## src/rtl/ysyx_22041207_shift_mul.sv

```systemverilog
// ysyx_22041207_shift_mul: iterative shift-add multiplier with fixed N+1 cycle latency
module ysyx_22041207_shift_mul #(
    parameter int WIDTH = 64
) (
    input  logic             clk,
    input  logic             rst,
    input  logic             mul_valid,
    input  logic             flush,
    input  logic [WIDTH-1:0] multiplicand,
    input  logic [WIDTH-1:0] multiplier,
    input  logic             mulw,
    input  logic [1:0]       mul_signed,
    output logic             mul_ready,
    output logic             out_valid,
    output logic [WIDTH-1:0] result_hi,
    output logic [WIDTH-1:0] result_lo
);
    localparam int CW = $clog2(WIDTH);
    typedef enum logic [1:0] {IDLE, BUSY, SIGN, DONE} state_t;
    state_t               r_state, w_next;
    logic [2*WIDTH-1:0]   r_mcand, r_acc, w_prod;
    logic [WIDTH-1:0]     r_mplier, r_hi, r_lo;
    logic [WIDTH-1:0]     w_a_ext, w_b_ext, w_a_mag, w_b_mag;
    logic [CW-1:0]        r_cnt, w_last;
    logic                 r_neg, r_word, r_out_valid, w_sa, w_sb, w_accept;

    assign mul_ready = (r_state == IDLE) & ~flush;
    assign w_accept  = mul_valid & mul_ready;
    assign out_valid = r_out_valid;
    assign result_hi = r_hi;
    assign result_lo = r_lo;
    assign w_last    = r_word ? CW'(31) : CW'(WIDTH - 1);
    assign w_prod    = r_neg ? -r_acc : r_acc;

    // operand sign detection and magnitude extraction; word ops sign-extend bit 31 first
    always_comb begin
        w_sa    = mul_signed[1] & (mulw ? multiplicand[31] : multiplicand[WIDTH-1]);
        w_sb    = (mul_signed == 2'b11) & (mulw ? multiplier[31] : multiplier[WIDTH-1]);
        w_a_ext = mulw ? {{(WIDTH-32){w_sa}}, multiplicand[31:0]} : multiplicand;
        w_b_ext = mulw ? {{(WIDTH-32){w_sb}}, multiplier[31:0]} : multiplier;
        w_a_mag = w_sa ? -w_a_ext : w_a_ext;
        w_b_mag = w_sb ? -w_b_ext : w_b_ext;
    end

    // state register
    always_ff @(posedge clk or posedge rst) begin
        if (rst) r_state <= IDLE;
        else     r_state <= w_next;
    end

    // next-state logic; flush overrides every state
    always_comb begin
        w_next = r_state;
        if (flush) w_next = IDLE;
        else begin
            case (r_state)
                IDLE:    w_next = w_accept ? BUSY : IDLE;
                BUSY:    w_next = (r_cnt == w_last) ? SIGN : BUSY;
                SIGN:    w_next = DONE;
                default: w_next = IDLE;
            endcase
        end
    end

    // datapath: latch magnitudes, shift-add one multiplier bit per cycle, commit signed result
    always_ff @(posedge clk or posedge rst) begin
        if (rst) begin
            r_mcand     <= '0;
            r_mplier    <= '0;
            r_acc       <= '0;
            r_cnt       <= '0;
            r_neg       <= 1'b0;
            r_word      <= 1'b0;
            r_out_valid <= 1'b0;
            r_hi        <= '0;
            r_lo        <= '0;
        end else begin
            r_out_valid <= (r_state == SIGN) & ~flush;
            if (flush) r_cnt <= '0;
            else if (r_state == IDLE && w_accept) begin
                r_mcand  <= {{WIDTH{1'b0}}, w_a_mag};
                r_mplier <= w_b_mag;
                r_neg    <= w_sa ^ w_sb;
                r_word   <= mulw;
                r_acc    <= '0;
                r_cnt    <= '0;
            end else if (r_state == BUSY) begin
                r_acc    <= r_mplier[0] ? r_acc + r_mcand : r_acc;
                r_mcand  <= r_mcand << 1;
                r_mplier <= r_mplier >> 1;
                r_cnt    <= r_cnt + 1'b1;
            end else if (r_state == SIGN) begin
                r_hi <= r_word ? {{(WIDTH-32){w_prod[63]}}, w_prod[63:32]} : w_prod[2*WIDTH-1:WIDTH];
                r_lo <= r_word ? {{(WIDTH-32){w_prod[31]}}, w_prod[31:0]} : w_prod[WIDTH-1:0];
            end
        end
    end
endmodule

```

## config.mk

```make
export PLATFORM = sky130hd
export DESIGN_NAME = ysyx_22041207_shift_mul
export DESIGN_NICKNAME = d
export VERILOG_FILES = /design/src/rtl/ysyx_22041207_shift_mul.sv
export SDC_FILE = /design/constraint.sdc
export NUM_CORES = 2
export LEC_CHECK = 0
export BUFFER_PORTS_ARGS = -buffer_cell sky130_fd_sc_hd__buf_2
export CORE_ASPECT_RATIO = 0.9
export CORE_MARGIN = 4
export CORE_UTILIZATION = 44
export CTS_CLUSTER_DIAMETER = 50
export DETAILED_ROUTE_END_ITERATION = 10
export RECOVER_POWER = 50
export SETUP_SLACK_MARGIN = 0.3
export SYNTH_ARGS = -nofsm -noshare
export SYNTH_HDL_FRONTEND = slang
export SYNTH_SLANG_ARGS = --single-unit
```

## constraint.sdc

```tcl
create_clock -name clk -period 17.15 [get_ports clk]
set_input_delay 0.8575 -clock clk [delete_from_list [all_inputs] [get_ports clk]]
set_output_delay 0.8575 -clock clk [all_outputs]
set_load 0.05 [all_outputs]
```

[After elaboration in Yosys (flattened, before gate mapping)]
Cells that the tools add are included.
W data, S select, Z words.
Storage, ports and cells
  bits of input ports: 135
  ROM bits: 0
  memories: 0
  bits in latches: 0
  output and inout port bits: 130
  word-level logic and storage cells: 61
  RAM bits: 0
  flip-flop bits (word level): 459
Cells by class
  add/subtract/negate cells: 5
  equal/unequal tests: 4
  reduce and logical (&&, ||, !) cells: 9
  div/mod/pow operators: 0
  multipliers: 0
  mux-type cells: 24
  bitwise operators: 9
  $lt $le $gt $ge: 0
  shift-type cells: 0
Operator list (count)
  $mux W128: 6
  $mux W64: 8
  $add A128 B128 Y128: 1
  $neg A128 Y128: 1
  $neg A64 Y64: 2
  $mux W6: 4
  $add A6 B1 Y6 const B: 1
  $eq A6 B6 Y1: 1
  $pmux W2 S3: 1
  $and A1 B1 Y1: 5
  $eq A2 B2 Y1 const B: 2
  $mux W2: 2
  $reduce_and A2 Y1: 2
  $reduce_and A4 Y1: 1
  $reduce_bool A2 Y1: 2
  $mux W1: 3
  $not A1 Y1: 3
  $reduce_and A3 Y1: 1
  $reduce_bool A3 Y1: 1
  $eq A2 B1 Y1 const B: 1
  $logic_not A2 Y1: 1
  $logic_and A1 B1 Y1: 1
  $xor A1 B1 Y1: 1

[Depth between registers and ports, before layout]
  depth in word-level cells: 6
  gate-level depth with buffers: 14
  depth with buffers taken out: 13

[Worst setup path before layout]
No wires, ideal clock.
  kind: input -> register
  from: input multiplicand[5]
  to: register r_mcand[59]
  setup time: 0.133 ns
  data required time: 17.017 ns
  cell stages on the path: 11
  arrival time: 3.876 ns
  setup slack: 13.141 ns
  buffers on the path: 0
  path through: or4_1 > or4b_2 > nor2_1 > and4_1 > o21ai_0 > or3_1 > nor3_1 > o211ai_1 > o21ai_1 > xnor2_1 > o21ai_0
On the way
  cells in the longest elaborated chain, start to end: 4
RTL lines
  start, declared: RTL line 9  | input logic [WIDTH-1:0] multiplicand,
  $mux W64: RTL line 39  | w_a_ext = mulw ? {{(WIDTH-32){w_sa}}, multiplicand[31:0]} : multiplicand;
  $neg A64 Y64: RTL line 41  | w_a_mag = w_sa ? -w_a_ext : w_a_ext;
  $mux W64: RTL line 41
  $mux W128: RTL line 80  | else if (r_state == IDLE && w_accept) begin
  end signal, assigned: RTL line 81  | r_mcand <= {{WIDTH{1'b0}}, w_a_mag};
  end signal, assigned: RTL line 89  | r_mcand <= r_mcand << 1;
  end, declared: RTL line 21  | logic [2*WIDTH-1:0] r_mcand, r_acc, w_prod;
Every way passes these cells.
A chain may end at the register's enable or synchronous reset.

==> results.yml <==
synth:
  synthesis.nets: 4218
  synth_seq_cells: 459
  synth_top_area_share_pct: 35.9
  seq_area_frac_synth_pct: 35.9
  ys_types: 78
  synth_ff_type: "dfrtp_1"
  synth-edff-count: 0
  yosys.cell_count.top_type: "nand2_1"
  syn_area_um2: 32000
  yosys_warnings: 0
  synth_commonest_cells: "579 x nand2_1, 539 x o21ai_0, 459 x dfrtp_1"
  synth_cells: 3951
  ys_async_sr_fraction_pct: 100
  yosysTopAreaCell: "dfrtp_1"
  post_synth.cell_area_avg_um2: 8.10
  synth.area.top_cells: "dfrtp_1 36%, o21ai_0 8.4%, nand2_1 6.8%, a21oi_1 5.7%, ha_1 5.1%"
setup_path:
  cp.arrival_ns: 8.83
  ff2ff_path_depth: 5
  crit_type: "in2async"
  cp-end-kind: "asynchronous set/reset pin"
  cp-start-kind: "primary input"
  required_ns: 17.80
  crit_start: "rst"
  rrSetupSlack_ns: 11.39
  cp_max_fo: 110
  rr_endpoint: "r_mplier[44]$_DFFE_PP0P_"
  rr_startpoint: "r_state[0]$_DFF_PP0_"
clocking:
  cts.sinks: 459
  cts_resized: 0
  htreeDepth: 3
  clk_pin_slew_ns: 0.06
  clock_latency_ns: 0.64
  cts_tree: "built"
  clk_path_buf_depth: 3
  cts_setup_buffers: 0
  cts_hold_buf: 0
  cts_buffers: 72
  cts-root-buf: "clkbuf_16"
pwr:
  pwr_density_cell_nw_per_um2: 124
  leakagePower_nw: 15.5
  ir_drop_mv: 0.0648
  p_total_mw: 4.48
sta:
  setup_viol: 0
  finClkSkew_ns: 0.0360
  finalMaxSlewViolations: 688
  period_needed_ns: 8.18
  rsz0062_at_grt: "no"
  tightest_slew_ns: 4.74
  fin_crit_sh_pct: 47.7
  setup_tns_ns: 0
  max_freq_mhz: 122
  slew_headroom_pct: -218
  hold_viol_final: 0
  worst_hold_slack_ns: 0.460
layout:
  fillerInstances: 7120
  fin_nets: 4342
  seqCellArea_um2: 11500
  areaGrowthSynthToFinish_pct: 13.1
  drive_gt1_share_pct: 7.93
  multi_input_area_um2: 19300
  fin_util_pct: 50.4
  finalNonFillerCells: 5094
routing:
  drc: 0
  wl_per_cell_um: 21.3
  drt_iter0_markers: 2878
  routed_via_density: 6.04
  ant_nets: 0
  drt_wl_total_mm: 109
  vias: 30800
  first_pass_iters: 6
global_routing:
  use_met3_pct: 6.95
  track_usage_pct: 27.2
  grtUsageMet2_pct: 36.6
  antenna_found_initial: 20
  grt_util_met1_pct: 43.1
  grt_pass1_wl_mm: 169
  grt_pass1_vias: 28100
  gr-total-overflow: 0
  grt_start_max_net_pins: 203
  grt_busiest_layer: "met1"
place:
  hpwlAfterDp_mm: 81.2
  routabilityCongestion: 0.974
  dp_cells: 4951
  port_buffers: 264
hold_path:
  whs_endpoint: "result_hi[49]$_DFFE_PP0P_"
  hp-start: "result_hi[49]$_DFFE_PP0P_"
  worstHoldPathCells: 2
  worstHoldPathType: "reg2reg"
floorplanning:
  ioPinCount: 265
  die_height_um: 264
  initial_utilization_pct: 44.6
  rows: 93
  die_w_um: 292
  coreArea_um2: 71800
  dieArea_um2: 77100
run_status:
  run_status: "complete, but fails checks"
  violations: "max-capacitance violations, max-slew violations"
run:
  maxCapViolCount: 10
[power breakdown]
| part | switching, mW | total [mW] | internal, mW |
|---|---|---|---|
| Clock | 0.595 | 1.53 | 0.932 |
| Combinational | 0.926 | 1.45 | 0.529 |
| Sequential | 0.280 | 1.50 | 1.22 |
| Total | 1.80 | 4.48 | 2.68 |
[worst max-delay path, cell delays in order]
cell	delay, ns
buf_2	0.10
clkinvlp_2	2.61
clkbuf_1	1.91
clkbuf_1	2.30
buf_4	0.90
[cell families (layout without fill, tap and decap cells)]
group | count (synthesis) | count (layout) | synth area share (%)
muxes | 10 | 10 | 0.328
AOI/OAI and AO/OA | 1443 | 1443 | 27.5
DFF | 459 | 459 | 35.9
buffers and inverters | 323 | 506 | 3.80
xor gates and xnor gates | 350 | 350 | 9.58
and+or+nand+nor | 1234 | 1234 | 17.8
adders and majority gates | 132 | 132 | 5.19
other | 0 | 10 | 0
[layout make-up]
type	instances	share of cell area [%]
multi-input cells	3169	53.4
flip-flops and latches	459	31.7
clock buffers	88	5.43
repair buffers	290	3.71
well taps	950	3.28
clock inverters	45	1.51
inverters	83	0.864
diodes	10	0.0691
[cells in the final DEF (no fill, tap or decap), drive strengths merged, types with 15 or more instances in the layout]
master	instances
nand2	579
o21ai	542
dfrtp	459
a21oi	364
nor2	246
clkbuf	224
xor2	180
xnor2	170
buf	154
ha	131
a22oi	114
inv	100
nor3	76
a22o	72
o31ai	65
nand3	64
nand4	63
a21o	53
o21bai	42
nor4	41
or3	33
o41ai	31
or4	31
a31oi	27
a21boi	22
and3	19
a211oi	16
or2	15
nand2b	15
[per-layer routing]
| layer | share of wire (%) | vias up |
|---|---|---|
| met5 | 0.094 | - |
| met4 | 1.8 | 18 |
| met3 | 9.3 | 134 |
| met2 | 40 | 1121 |
| met1 | 49 | 14800 |
| li1 | - | 14600 |
[through the flow]
step	setup WS (ns)	area, um2
detailed placement	12.49	33900
CTS	12.53	36400
global route	7.23	36200
global placement	12.57	33900
floorplan	3.50	32000
finish	8.97	36200
[worst max path at each step]
stage	to	slack, ns	depth (start not counted)
6_report	r_mplier[13]$_DFFE_PP0P_	8.97	5
5_1_grt	r_mplier[12]$_DFFE_PP0P_	7.23	5
4_1_cts	r_acc[66]$_DFFE_PP0P_	12.53	13
3_5_place_dp	r_mcand[59]$_DFFE_PP0P_	12.49	12
3_3_place_gp	r_mcand[59]$_DFFE_PP0P_	12.57	12
2_1_floorplan	out_valid$_DFF_PP0_	3.50	1
[state kept, by name, indices dropped and copies added, names as in the netlist]
register   flops
r_acc        128
r_mcand      128
r_mplier      64
result_hi     64
result_lo     64
r_cnt          6
r_state        2
out_valid      1
r_neg          1
r_word         1
(Power assumes the default switching activity.)
